===== src/rtl/framebuffer_display.sv =====
// framebuffer_display: VGA scan-out of a cell-mapped framebuffer; define DISPLAY_PALETTE16_EN for a 16-entry palette
module framebuffer_display #(
  parameter int H_ACTIVE = 640,
  parameter int H_FP = 16,
  parameter int H_SYNC = 96,
  parameter int H_BP = 48,
  parameter int V_ACTIVE = 480,
  parameter int V_FP = 10,
  parameter int V_SYNC = 2,
  parameter int V_BP = 33,
  parameter int GRID_W = 32,
  parameter int GRID_H = 32,
  parameter int CELL_SIZE = 15,
  parameter int X_OFFSET = 80,
  parameter logic [15:0] BASE_ADDR = 16'h0200,
  parameter int RD_LATENCY = 1,
  parameter int BORDER_W = 8,
  parameter logic [11:0] BORDER_COLOR = 12'hFFF
) (
  input  logic        clk,
  input  logic        rst,
  input  logic [7:0]  color_data,
  output logic [15:0] color_address,
  output logic [3:0]  red,
  output logic [3:0]  green,
  output logic [3:0]  blue,
  output logic        hsync,
  output logic        vsync,
  output logic        frame_start
);
  localparam logic [15:0] HT = 16'(H_ACTIVE + H_FP + H_SYNC + H_BP);
  localparam logic [15:0] VT = 16'(V_ACTIVE + V_FP + V_SYNC + V_BP);
  localparam logic [15:0] HA = 16'(H_ACTIVE);
  localparam logic [15:0] VA = 16'(V_ACTIVE);
  localparam logic [15:0] HS0 = 16'(H_ACTIVE + H_FP);
  localparam logic [15:0] HS1 = 16'(H_ACTIVE + H_FP + H_SYNC);
  localparam logic [15:0] VS0 = 16'(V_ACTIVE + V_FP);
  localparam logic [15:0] VS1 = 16'(V_ACTIVE + V_FP + V_SYNC);
  localparam logic [15:0] GX0 = 16'(X_OFFSET);
  localparam logic [15:0] GX1 = 16'(X_OFFSET + GRID_W * CELL_SIZE);
  localparam logic [15:0] GY1 = 16'(GRID_H * CELL_SIZE);
  localparam logic [15:0] BL = 16'((X_OFFSET > BORDER_W) ? X_OFFSET - BORDER_W : 0);
  localparam logic [15:0] BR = 16'(X_OFFSET + GRID_W * CELL_SIZE + BORDER_W);
  localparam logic [15:0] CS = 16'(CELL_SIZE - 1);
  localparam logic [15:0] GW = 16'(GRID_W);
  localparam logic [11:0] PAL [16] = '{12'h000, 12'hFFF, 12'hF00, 12'h0F0, 12'h00F, 12'hFF0, 12'h0FF, 12'hF0F,
                                       12'hF80, 12'h840, 12'hF88, 12'h444, 12'h888, 12'h8F8, 12'h88F, 12'hCCC};
  logic [15:0] hcnt, vcnt, hnext, sub_x, cell_x, sub_y, cell_y;
  logic        h_end, v_end, active, in_grid, border, hs, vs, fs;
  logic [5:0]  pipe [RD_LATENCY+1];
  logic [5:0]  last;
  logic [3:0]  idx;
  logic [11:0] px;
`ifdef DISPLAY_PALETTE16_EN
  logic unused_bits;
  assign unused_bits = ^color_data[7:4];
  assign idx = color_data[3:0];
`else
  logic unused_bits;
  assign unused_bits = ^color_data[7:3];
  assign idx = {1'b0, color_data[2:0]};
`endif
  always_comb begin
    h_end = hcnt == HT - 16'd1;
    v_end = vcnt == VT - 16'd1;
    hnext = h_end ? 16'd0 : hcnt + 16'd1;
    active = hcnt < HA && vcnt < VA;
    in_grid = hcnt >= GX0 && hcnt < GX1 && vcnt < GY1;
    border = active && ((hcnt >= BL && hcnt < GX0) || (hcnt >= GX1 && hcnt < BR));
    hs = hcnt >= HS0 && hcnt < HS1;
    vs = vcnt >= VS0 && vcnt < VS1;
    fs = hcnt == 16'd0 && vcnt == 16'd0;
    last = pipe[RD_LATENCY];
    // flags in the last pipe slot line up with the color_data returned for them
    px = !last[5] ? 12'h000 : last[4] ? BORDER_COLOR : last[3] ? PAL[idx] : 12'h000;
  end
  always_ff @(posedge clk) begin
    if (rst) begin
      hcnt <= '0;
      vcnt <= '0;
      sub_x <= '0;
      cell_x <= '0;
      sub_y <= '0;
      cell_y <= '0;
      color_address <= BASE_ADDR;
      for (int i = 0; i <= RD_LATENCY; i++) pipe[i] <= '0;
      {red, green, blue} <= 12'h000;
      hsync <= 1'b1;
      vsync <= 1'b1;
      frame_start <= 1'b0;
    end else begin
      hcnt <= hnext;
      if (h_end) vcnt <= v_end ? 16'd0 : vcnt + 16'd1;
      if (hnext == GX0) begin
        sub_x <= '0;
        cell_x <= '0;
      end else if (sub_x == CS) begin
        sub_x <= '0;
        cell_x <= cell_x + 16'd1;
      end else sub_x <= sub_x + 16'd1;
      if (h_end && v_end) begin
        sub_y <= '0;
        cell_y <= '0;
      end else if (h_end && vcnt < VA) begin
        sub_y <= sub_y == CS ? 16'd0 : sub_y + 16'd1;
        cell_y <= sub_y == CS ? cell_y + 16'd1 : cell_y;
      end
      color_address <= in_grid ? BASE_ADDR + cell_y * GW + cell_x : BASE_ADDR;
      pipe[0] <= {active, border, in_grid, hs, vs, fs};
      for (int i = 1; i <= RD_LATENCY; i++) pipe[i] <= pipe[i-1];
      {red, green, blue} <= px;
      hsync <= ~last[2];
      vsync <= ~last[1];
      frame_start <= last[0];
    end
  end
endmodule


===== config.mk =====
export PLATFORM = sky130hd
export DESIGN_NAME = framebuffer_display
export DESIGN_NICKNAME = d
export VERILOG_FILES = /design/src/rtl/framebuffer_display.sv
export SDC_FILE = /design/constraint.sdc
export NUM_CORES = 1
export LEC_CHECK = 0
export CORE_ASPECT_RATIO = 1.2
export CORE_MARGIN = 2
export CORE_UTILIZATION = 40
export CTS_BUF_LIST = sky130_fd_sc_hd__clkbuf_8 sky130_fd_sc_hd__clkbuf_16
export CTS_CLUSTER_DIAMETER = 150
export CTS_CLUSTER_SIZE = 28
export DETAILED_ROUTE_END_ITERATION = 10
export PLACE_DENSITY = 0.67
export SLEW_MARGIN = 15
export SYNTH_ARGS = -nofsm -noshare
export SYNTH_HDL_FRONTEND = slang
export SYNTH_SLANG_ARGS = --single-unit

===== constraint.sdc =====
create_clock -name clk -period 3.1 [get_ports clk]
set_input_delay 0.465 -clock clk [delete_from_list [all_inputs] [get_ports clk]]
set_output_delay 0.465 -clock clk [all_outputs]
set_load 0.005 [all_outputs]

# == Word-level counts from Yosys, hierarchy flattened ==
# Memories as Yosys holds them, arrays and structs flattened.
# Cells that the tools add are included.
# totals
regBits,127
mem_bits_rw,12
romBits,192
inputBits,10
word_cells,80
mem_count,2
# classes
add_sub_neg,8
magnitude_cmp,13
eq_ne,5
n_mux,12
bitwise_logic,7
n_reduce_logical,20
# mem_list
memory,depth,word_bits,read_ports,rd_ports_with_merged_regs,wr,line,text
(no name shown),16,12,1,0,0,75,px = !last[5] ? 12'h000 : last[4] ? BORDER_COLOR : last[3] ? PAL[idx] : 12'h000;
pipe,2,6,2,0,2,50,logic [5:0] pipe [RD_LATENCY+1];
# ops
operator,n
$add 16x1->16 const B,6
$lt 16x10->1 const B,4
$mux 12,4
$mux 16,3
$eq 16x10->1 const B,2
$eq 16x4->1 const B,2
$ge 16x10->1 const B,2
$ge 16x7->1 const B,2
$logic_not 16->1,2
$lt 16x9->1 const B,2
$add 10x16->16 const A,1
$add 16x16->16,1
$eq 16x7->1 const B,1
$ge 16x9->1 const B,1
$lt 16x7->1 const B,1
$mux 6,2
$logic_and 1x1->1,11
$reduce_or 2->1,4
$ge 5x5->1 const B,1
$not 3->5,1
$not 1->1,4
$mux 1,3
$reduce_or 3->1,1
$or 1x1->1,2
other kinds (2),2

# == Depth between registers and ports, before layout ==
# Gate-level depths: netlist (run 1).
# logic_depth
ltp_word,6
depth_mapped,10
mapped_depth_nobuf,10

# == Worst setup path after synthesis (run 1) ==
# OpenSTA, ideal clock, no wires.
# synth_path
path_type,register to register
from,register hcnt[0]
to,register sub_y[10]
t_arrival_ns,2.205
required_time_ns,2.985
slack_ns,0.780
stages_incl_launch_ff,11
synth_period_minus_slack_ns,2.320
cell_sequence,dfxtp_1 > ha_1 > nand3_1 > nor4_4 > and4_1 > a41o_1 > buf_6 > nand2b_1 > buf_6 > buf_8 > nor2_1
# synth_between
elab_chain_len,3
# synth_lines
item,line,text
from (decl),48,"logic [15:0] hcnt, vcnt, hnext, sub_x, cell_x, sub_y, cell_y;"
from (signal assigned),92,hcnt <= hnext;
$eq 16x10->1 *,64,h_end = hcnt == HT - 16'd1;
$logic_and 1x1->1,101,if (h_end && v_end) begin
$reduce_or 2->1 (no source line),-,
to (signal assigned),105,sub_y <= sub_y == CS ? 16'd0 : sub_y + 16'd1;
to (decl),48,
# Mark *: on every way between the ends. The rest lies on a longest branch, timed or not.
# A chain may end at the register's enable or synchronous reset.

# == Worst setup path in the final report (run 1) ==
# layout_path
from,register hcnt[0]
to,register cell_x[15]
# layout_between
elab_chain_len,4
# layout_lines
item,line,text
$add 16x1->16 / $eq 16x10->1 (equally long branches),"66, 64",
$mux 16 *,66,hnext = h_end ? 16'd0 : hcnt + 16'd1;
$eq 16x7->1 *,94,if (hnext == GX0) begin
$reduce_or 2->1 (no source line) *,-,
to (signal assigned),99,cell_x <= cell_x + 16'd1;
to (decl),48,
# Marked as above.

==> results of run 1 <==
area by class of cell:
type,count,share of cell area [%]
multi-input combinational,510,45.9
clock inverter,15,2.09
sequential,125,35.1
tap,204,3.58
clock buffer,17,5.96
inverter,25,1.32
timing repair buffer,44,6.03
cell families (layout without fill, tap and decap cells):
group | count (synthesis) | count (layout)
AO/OA/AOI/OAI | 66 | 66
XOR/XNOR | 81 | 81
adder cells (fa/ha/maj) | 34 | 34
buffers and inverters | 58 | 101
flip-flops | 125 | 125
multiplexers | 1 | 1
AND/OR/NAND/NOR | 328 | 328
critical path, delay by kind of cell, from the launching register on:
family	cells	cell delay (ns)
simple gates	3	0.90
compound gates	2	0.55
flops	1	0.46
fa+ha+maj	1	0.27
buf+inv	1	0.22
xor+xnor	1	0.19
state kept, by name, summed over array words and instances (netlist names), 11 cells and up:
signal / count
vcnt: 16
cell_x: 16
hcnt: 16
sub_y: 16
pipe: 12
cell_y: 11
color_address: 16
sub_x: 16
cell usage after synthesis (all sizes together) (2+ instances only):
cell | number | area share [%]
xnor2 | 52 | 7.5
nor4b | 3 | 0.54
nand2b | 5 | 0.52
a21o | 2 | 0.25
nand3 | 35 | 3.0
and4 | 12 | 1.7
and3 | 8 | 0.83
nand2 | 35 | 2.2
a31oi | 2 | 0.21
o21bai | 2 | 0.25
dfxtp | 125 | 41
o21ai | 20 | 1.7
a211oi | 5 | 0.62
and2 | 13 | 1.3
nor4bb | 2 | 0.33
or4b | 2 | 0.33
ha | 33 | 6.8
inv | 25 | 1.5
nor4 | 17 | 2.0
nand4 | 23 | 2.5
or2 | 4 | 0.41
or4 | 3 | 0.43
a41o | 2 | 0.33
xor2 | 29 | 4.2
nor3 | 52 | 4.3
nor2b | 10 | 1.0
nor2 | 91 | 5.6
a21boi | 2 | 0.25
clkbuf | 12 | 0.74
buf | 21 | 2.4
or3 | 10 | 1.0
a21oi | 25 | 2.1
metrics by stage:
| step | setup WS, ns | instance area, µm² | total power [W] | std cells | hold WS, ns |
|---|---|---|---|---|---|
| finish | 0.397 | 7130 | 0.00361 | 940 | 0.385 |
| detailed placement | 0.423 | 6560 | 0.00173 | 908 | 0.369 |
| CTS | 0.419 | 7130 | 0.00365 | 940 | 0.384 |
| global route | 0.124 | 7130 | 0.00373 | 940 | 0.401 |
| floorplan | 0.780 | 6070 | 0.00171 | 693 | 0.356 |
| global placement | 0.494 | 6560 | 0.00173 | 908 | 0.361 |
layer usage:
layer | vias to the layer above | global-route usage [%] | part of all wire [%]
li1 | 2462 | - | -
met1 | 2208 | 18.8 | 46
met2 | 79 | 26.6 | 49
met3 | 13 | 4.11 | 3.8
met4 | 0 | 5.58 | 1.0
met5 | - | 0 | 0
power groups by stage:
stage / registers, W / logic [W] / clock network [W]
final: 0.00163 / 0.0000651 / 0.00192
after global routing: 0.00163 / 0.0000743 / 0.00202
after CTS: 0.00163 / 0.0000663 / 0.00196
after detailed placement: 0.00166 / 0.0000662 / 0
after global placement: 0.00166 / 0.0000653 / 0
after floorplan: 0.00166 / 0.0000501 / 0
final timing paths:
path	startpoint	endpoint	slack, ns	cells past startpoint
worst min register to register	pipe[0][8]	hsync	0.38	1
worst max register to register	hcnt[0]	cell_x[15]	0.40	8
worst max-delay path	hcnt[0]	cell_x[15]	0.40	8
worst min-delay path	pipe[0][8]	hsync	0.38	1
==> impl_metrics.ini, run 1 <==
[run_status]
outcome = finished clean

[global_route]
grt_overflow = 0
grt_max_degree = 42
grt_pass1_wl_mm = 20.5
track_usage_pct = 15.6
antenna_found_initial = 0
grt_pass1_vias = 4551

[clock_network]
htreeDepth = 4
cts.sinks = 125
cts_resized = 0
clock_path_buffers = 2
postCtsSetupRepairBufs = 0
root_buffer = clkbuf_16
clk_latency_ns = 0.42
cts_tree = done
cts_buffers = 17
clkSlewWorstSetupHoldPaths_ns = 0.06
cts_hold_buf = 0

[critical_path]
arrival_ns = 2.99
cp_slowest_cell = dfxtp_1
critPathCaptureType = flip-flop
slowest_delay_ns = 0.46
startpoint_type = flip-flop
required_ns = 3.38
path_cells = ha_1 > nand3_1 > nor4_1 > xnor2_1 > a21boi_0 > o2111a_1 > buf_12 > nor3_1
criticalPathCategory = reg2reg
critical_path.max_fanout = 32

[detailed_routing]
wirelength_mm = 11.9
drcViolationCount = 0
dr.pass1.iters = 4
drt_iter0_drc = 257
ant_nets = 0
vias = 4762
wl_per_cell_um = 12.6
avgViaCountPerCell = 5.07

[power]
intPower_w = 0.00282
ir_drop_mv = 0.260
seq_power_share_pct = 45.1
p_leak_nw = 2.56
comb_power_share_pct = 1.8
netSwitchingPower_w = 0.000788
clkPwrFrac_pct = 53.1
power_density_mw_per_mm2 = 506
p_sw_share_pct = 21.8

[logic_synthesis]
syn_nets = 737
synth-adder-area-share_pct = 7.14
synthFlopType = dfxtp_1
ys_warn_count = 0
synth_top_family_by_area = simple AND/OR/NAND/NOR gates
synth_compound_area_share_pct = 6.56
ys_seq_area_share_pct = 41.3
synthSimpleGateAreaFrac_pct = 28.5
synth_edf_count = 0
synthMuxAreaShare_pct = 0.165
syn-cell-area_mm2 = 0.00607
synth_xor_xnor_area_share_pct = 11.7
synthArstFlopShare_pct = 0
syn_area_per_cell_um2 = 8.75
ys_types = 54
syn_inst = 693
synth_seq_cells = 125

[die]
rows = 49
io_pins = 41
initial_core_util_pct = 40.7
die_y_um = 139
dieArea_mm2 = 0.0162
core-area_mm2 = 0.0149
fp.dieW_um = 116

[finish]
final_cell_mix = dfxtp_1 (125), nor2_1 (91), nor3_1 (52), xnor2_1 (52)
nets = 767
seq_area_mm2 = 0.00250
utilization_pct = 47.9
drive_gt1_share_pct = 6.79
final_common_cell = dfxtp_1
area_growth_syn_to_layout_pct = 17.6
fill_cells = 1422
multi_input_area_mm2 = 0.00328
antenna_cells = 0

[sta]
fmax_ghz = 0.370
min_period_over_period_pct = 87.2
maxSlewHeadroom_pct = 66.1
tightest_slew_ns = 0.507
setup_viol = 0
skew_ns = 0.00866
fin_crit_ns = 2.70
rsz0062_at_grt = false
fin_tns_setup_ns = 0
hold_violations = 0
finalMaxSlewViolations = 0

[place]
portBuffers = 35
dpl.hpwl_mm = 8.18
place_congestion = 0.814

[min_path]
hp-class = reg2reg

[run]
cap_violations = 0
(Power assumes the default switching activity.)
==> inputs of run 2 (changes only) <==
Settings changed: CAP_MARGIN set to 10.
==> results of run 2 <==
Same layout as run 1: the final DEF is identical, and so are final timing and power.
